===== config.mk =====
export PLATFORM = sky130hd
export DESIGN_NAME = fetch_unit_flat
export DESIGN_NICKNAME = d
export VERILOG_FILES = /design/src/rtl/fetch_if.sv /design/src/rtl/fetch_unit.sv /design/src/flat_wrapper.sv
export SDC_FILE = /design/constraint.sdc
export NUM_CORES = 1
export LEC_CHECK = 0
export CAP_MARGIN = 20
export CORE_ASPECT_RATIO = 1.25
export CORE_MARGIN = 2
export CORE_UTILIZATION = 45
export CTS_CLUSTER_SIZE = 28
export DETAILED_ROUTE_END_ITERATION = 7
export MAX_ROUTING_LAYER = met4
export PLACE_DENSITY = 0.77
export SYNTH_ARGS = -nofsm -noshare
export SYNTH_HDL_FRONTEND = slang
export SYNTH_SLANG_ARGS = --single-unit
export TNS_END_PERCENT = 50

===== constraint.sdc =====
create_clock -name clk -period 6.6 [get_ports clk]
set_clock_uncertainty 0.15 [all_clocks]
set_input_delay 1.32 -clock clk [delete_from_list [all_inputs] [get_ports clk]]
set_output_delay 1.32 -clock clk [all_outputs]
set_load 0.01 [all_outputs]

===== src/rtl/fetch_if.sv =====
// Bundles the instruction-memory request/ack bus, the redirect input and the
// decode-side valid/ready stream seen by the fetch stage.
interface fetch_if;
    logic        imem_req;
    logic [31:0] imem_addr;
    logic        imem_ack;
    logic [31:0] imem_rdata;
    logic        redirect;
    logic [31:0] redirect_pc;
    logic        inst_valid;
    logic [31:0] inst;
    logic [31:0] inst_pc;
    logic        inst_ready;

    modport master (
        output imem_req, imem_addr, inst_valid, inst, inst_pc,
        input  imem_ack, imem_rdata, redirect, redirect_pc, inst_ready
    );

    modport slave (
        input  imem_req, imem_addr, inst_valid, inst, inst_pc,
        output imem_ack, imem_rdata, redirect, redirect_pc, inst_ready
    );
endinterface


===== src/rtl/fetch_unit.sv =====
// Instruction fetch stage: owns the fetch PC, issues word reads to imem and
// buffers {word, pc} pairs in a small circular prefetch queue for decode.
module fetch_unit #(
    parameter logic [31:0] RESET_PC = 32'h0000_0000,
    parameter int          DEPTH    = 2
) (
    input  logic     clk,
    input  logic     rst,
    fetch_if.master  bus
);
    localparam int PTR_W = (DEPTH > 1) ? $clog2(DEPTH) : 1;
    localparam int CNT_W = PTR_W + 1;
    localparam logic [CNT_W-1:0] DEPTH_C    = CNT_W'(DEPTH);
    localparam logic [31:0]      RESET_ADDR = {RESET_PC[31:2], 2'b00};

    typedef enum logic {BOOT, RUN} state_t;

    state_t             state_q, state_d;
    logic [31:0]        fetch_pc_q, fetch_pc_d;
    logic [PTR_W-1:0]   head_q, head_d;
    logic [PTR_W-1:0]   tail_q, tail_d;
    logic [CNT_W-1:0]   count_q, count_d;

    logic [31:0]        word_q [DEPTH];
    logic [31:0]        pc_q   [DEPTH];

    logic req;
    logic push;
    logic pop;

    always_comb begin
        state_d    = state_q;
        fetch_pc_d = fetch_pc_q;
        head_d     = head_q;
        tail_d     = tail_q;
        count_d    = count_q;

        // Request never looks at inst_ready, so decode has no path into imem.
        req  = (state_q == RUN) && (count_q < DEPTH_C) && !bus.redirect;
        push = req && bus.imem_ack;
        pop  = (count_q != '0) && bus.inst_ready;

        if (bus.redirect) begin
            state_d    = RUN;
            fetch_pc_d = {bus.redirect_pc[31:2], 2'b00};
            head_d     = '0;
            tail_d     = '0;
            count_d    = '0;
        end else begin
            state_d = RUN;
            if (push) begin
                tail_d     = tail_q + PTR_W'(1);
                fetch_pc_d = fetch_pc_q + 32'd4;
            end
            if (pop) begin
                head_d = head_q + PTR_W'(1);
            end
            case ({push, pop})
                2'b10:   count_d = count_q + CNT_W'(1);
                2'b01:   count_d = count_q - CNT_W'(1);
                default: count_d = count_q;
            endcase
        end
    end

    always_ff @(posedge clk) begin
        if (rst) begin
            state_q    <= BOOT;
            fetch_pc_q <= RESET_ADDR;
            head_q     <= '0;
            tail_q     <= '0;
            count_q    <= '0;
        end else begin
            state_q    <= state_d;
            fetch_pc_q <= fetch_pc_d;
            head_q     <= head_d;
            tail_q     <= tail_d;
            count_q    <= count_d;
        end
    end

    // Queue storage carries no reset; occupancy is tracked solely by count_q.
    always_ff @(posedge clk) begin
        if (!rst && push) begin
            word_q[tail_q] <= bus.imem_rdata;
            pc_q[tail_q]   <= fetch_pc_q;
        end
    end

    assign bus.imem_req   = req;
    assign bus.imem_addr  = fetch_pc_q;
    assign bus.inst_valid = (count_q != '0);
    assign bus.inst       = (count_q != '0) ? word_q[head_q] : 32'h0;
    assign bus.inst_pc    = (count_q != '0) ? pc_q[head_q]   : 32'h0;
endmodule


===== src/flat_wrapper.sv =====
// flat-port wrapper written by rule: the top's interface ports become plain ports
module fetch_unit_flat 
#(
    parameter logic [31:0] RESET_PC = 32'h0000_0000,
    parameter int          DEPTH    = 2
)
  (clk, rst, bus_imem_req, bus_imem_addr, bus_inst_valid, bus_inst, bus_inst_pc, bus_imem_ack, bus_imem_rdata, bus_redirect, bus_redirect_pc, bus_inst_ready);
  fetch_if bus_i ();
  input  logic clk;
  input  logic rst;
  output wire logic [$bits(bus_i.imem_req)-1:0] bus_imem_req;
  output wire logic [$bits(bus_i.imem_addr)-1:0] bus_imem_addr;
  output wire logic [$bits(bus_i.inst_valid)-1:0] bus_inst_valid;
  output wire logic [$bits(bus_i.inst)-1:0] bus_inst;
  output wire logic [$bits(bus_i.inst_pc)-1:0] bus_inst_pc;
  input wire logic [$bits(bus_i.imem_ack)-1:0] bus_imem_ack;
  input wire logic [$bits(bus_i.imem_rdata)-1:0] bus_imem_rdata;
  input wire logic [$bits(bus_i.redirect)-1:0] bus_redirect;
  input wire logic [$bits(bus_i.redirect_pc)-1:0] bus_redirect_pc;
  input wire logic [$bits(bus_i.inst_ready)-1:0] bus_inst_ready;
  assign bus_imem_req = bus_i.imem_req;
  assign bus_imem_addr = bus_i.imem_addr;
  assign bus_inst_valid = bus_i.inst_valid;
  assign bus_inst = bus_i.inst;
  assign bus_inst_pc = bus_i.inst_pc;
  assign bus_i.imem_ack = bus_imem_ack;
  assign bus_i.imem_rdata = bus_imem_rdata;
  assign bus_i.redirect = bus_redirect;
  assign bus_i.redirect_pc = bus_redirect_pc;
  assign bus_i.inst_ready = bus_inst_ready;
  fetch_unit #(.RESET_PC(RESET_PC), .DEPTH(DEPTH)) u_core (.clk(clk), .rst(rst), .bus(bus_i));
endmodule

==> results by group <==
Critical path
  – CP top delay family: buffers and inverters
  – Worst setup SP type: input port
  – Critical Path Fanout Max: 25
  – Setup Crit Path Kind: in -> out
  – Worst Path Buf+Inv: 3
  – Crit. End Element: output port
  – Crit-path max cell delay: 0.57 ns
  – Crit path cell chain: clkdlybuf4s50_1 > buf_4 > nor3b_1 > clkdlybuf4s50_1
  – Req. time, crit path: 5.13 ns
  – R2r setup slk: 3.97 ns
  – WP data arrival: 2.71 ns
  – Crit path top cell by count: clkdlybuf4s50_1
  – Slowest cell on the critical path: clkdlybuf4s50_1

Clock tree
  – Htree depth: 4
  – Clock Latency Late Sink: 0.42 ns
  – Hold buffers post-CTS: 0
  – CTS root buf: clkbuf_16
  – Bufs on Longest Clock Path: 2
  – Post-CTS Setup Inserts: 0
  – CTS tree: yes
  – Post-cts resize count: 0
  – CTS buffer count: 17
  – Clk slew on worst S/H paths: 0.06 ns
  – Clock net sink count: 160

Power
  – Power per Cell Area: 244 nW/um^2
  – Max VDD drop: 149 uV
  – Total power: 2.23 mW
  – Total leakage power: 2.86 nW

STA
  – Final setup TNS: 0 ns
  – # setup viols final: 0
  – Final min period: 4.18 ns
  – Max-slew violations: 0
  – Worst slew pin tran: 0.780 ns
  – RSZ-0062 raised after global routing: no
  – Final Cycle Share: 0.633
  – Fin. Hold Viols: 0
  – Max-slew headroom: 0.480
  – Fmax: 0.239 GHz

Floorplan
  – Die Wd: 114 um
  – Die height: 141 um
  – Die area: 16,100 um^2
  – Core area: 14,800 um^2
  – Row count: 50
  – Initial Utilization: 0.457
  – I/O pin cnt: 167

Synth
  – Avg Cell Area, Syn: 12.9 um^2
  – Ys async rst share: 0
  – Synth Instances: 526
  – Synth area leader: edfxtp_1
  – Synthesized area: 6770 um^2
  – Sequential share of the synthesized area: 0.656
  – Ys Warns: 0
  – Ys flop type: edfxtp_1
  – Synth top area cells: edfxtp_1, dfxtp_1, mux2i_1
  – Share of the synthesized area in the top cell type: 0.550
  – Number of synthesized flops with an enable pin: 124
  – Netlist cell types: 49
  – FF+latch count, synth: 160

GRT
  – First-pass GRT wire length: 24,000 um
  – Grt ovf: 0
  – Vias in the first global route: 4,654
  – Busiest layer in global routing: met2
  – Grt met1 use: 0.235
  – Antenna violations before repair: 0
  – GRT Util Overall: 0.199
  – GRT met2 Usage: 0.333
  – Largest net degree at the start of global routing: 64
  – Grt met3 use: 0.0426

Placed design
  – Gpl congestion: 0.820
  – Placed Area: 8530 um^2
  – HPWL Detailed: 10,300 um
  – Port Buffers: 160

Layout
  – ANT cells: 0
  – Layout fillers: 1,167
  – Layout area overhead: 34.8%
  – Post-route cell area: 9130 um^2
  – Nets: 756
  – Share of cells above drive strength 1: 0.0731

Drt
  – Drt drc: 0
  – Total Routed Length: 15,500 um
  – DRT iter0 DRCs: 425
  – Antenna-violating nets left: 0
  – Vias/cell: 5.45
  – Via count: 4,799
  – Drt first pass iters: 5
  – Wire per inst: 17.7 um

Job
  – Maxcap violations: 0

Status
  – Outcome: finished, final reports clean

Worst hold path
  – Hold Path Class: reg -> reg
[sequential cells by signal, summed over array words and instances (netlist names), named ones only]
name and flops:
u_core.bus.imem_addr 30, u_core.count_q 2, u_core.head_q 1, u_core.pc_q 60, u_core.state_q 1, u_core.tail_q 1
u_core.word_q 64
[cells in the mapped netlist, types with 8 or more instances]
cell	count
nand3_1	11
clkbuf_1	22
nor4_1	8
or4_1	8
nand2_1	31
a311oi_1	9
nor2_1	89
edfxtp_1	124
dfxtp_1	36
mux2i_1	62
o21ai_0	8
nand4_1	15
[metrics by stage]
step	cells	setup WS, ns	hold WS [ns]	utilization
floorplan	529	1.81	0.370	-
global placement	846	2.29	0.376	0.574
detailed placement	847	2.42	0.383	0.575
CTS	879	2.41	0.395	0.614
global route	880	2.32	0.401	0.616
finish	880	2.42	0.397	0.616
[path summary, 6_finish.rpt]
path / startpoint / endpoint / depth (start not counted)
setup / recovery: bus_redirect / bus_imem_req / 4
setup reg to reg: u_core.count_q[1] / u_core.bus.imem_addr[19] / 4
hold / removal: u_core.bus.imem_addr[14] / u_core.pc_q[1][14] / 0
hold reg to reg: u_core.bus.imem_addr[14] / u_core.pc_q[1][14] / 0
[layout by cell type, fill, tap and decap left out, drive strengths merged, types with 3 or more instances in the layout]
| cell | synthesis | layout |
|---|---|---|
| and4 | 4 | 4 |
| mux2i | 62 | 62 |
| buf | 8 | 9 |
| clkinv | 0 | 7 |
| o31ai | 6 | 6 |
| a21oi | 5 | 5 |
| o21ai | 8 | 8 |
| nor2 | 89 | 89 |
| or3 | 6 | 6 |
| xor2 | 6 | 6 |
| and2 | 4 | 4 |
| nand2b | 3 | 3 |
| a211oi | 6 | 6 |
| clkbuf | 24 | 18 |
| a2111oi | 3 | 3 |
| a31oi | 4 | 4 |
| edfxtp | 124 | 124 |
| nor4 | 8 | 8 |
| conb | 1 | 4 |
| dfxtp | 36 | 36 |
| and3 | 3 | 3 |
| clkdlybuf4s50 | 0 | 160 |
| a311oi | 9 | 9 |
| nor3 | 7 | 7 |
| xnor2 | 7 | 7 |
| nand3 | 11 | 11 |
| nand2 | 31 | 31 |
| inv | 4 | 5 |
| clkinvlp | 0 | 4 |
| or4 | 10 | 10 |
| nand4 | 16 | 16 |
[worst reg2reg max path, cell delays in order (launching register included)]
cell,delay [ns]
dfxtp_1,0.39
and3b_1,0.58
nand4_1,0.54
or4_1,0.63
a311oi_1,0.25
[final cells by class]
cell class,count,area (um^2),area share
sequential,160,4450,0.487
multi-input combinational,333,2160,0.237
timing repair buffer,169,1700,0.186
clock buffer,18,429,0.0470
tap,182,228,0.0250
clock inverter,14,143,0.0156
inverter,4,15.0,0.00165
[routing by layer]
metal	up-vias	share of wire
met5	-	0
met4	0	0.025
met3	35	0.049
met2	198	0.51
met1	2261	0.42
li1	2305	-
[kinds of logic after synthesis]
kind of cell,after synthesis,synth area share
other,1,0.000554
AO/OA/AOI/OAI,49,0.0519
multiplexers,64,0.0950
AND/OR/NAND/NOR,201,0.147
buffers and inverters,36,0.0290
adder cells (fa/ha/maj),2,0.00369
flip-flops,160,0.656
XOR/XNOR,13,0.0168
[power breakdown]
group | total, mW | internal [mW] | switching, mW | leakage, nW
clock | 0.935 | 0.555 | 0.380 | 0.267
combinational | 0.157 | 0.0885 | 0.0686 | 1.17
sequential | 1.14 | 1.11 | 0.0306 | 1.42
Power figures use the tool's default switching activity.
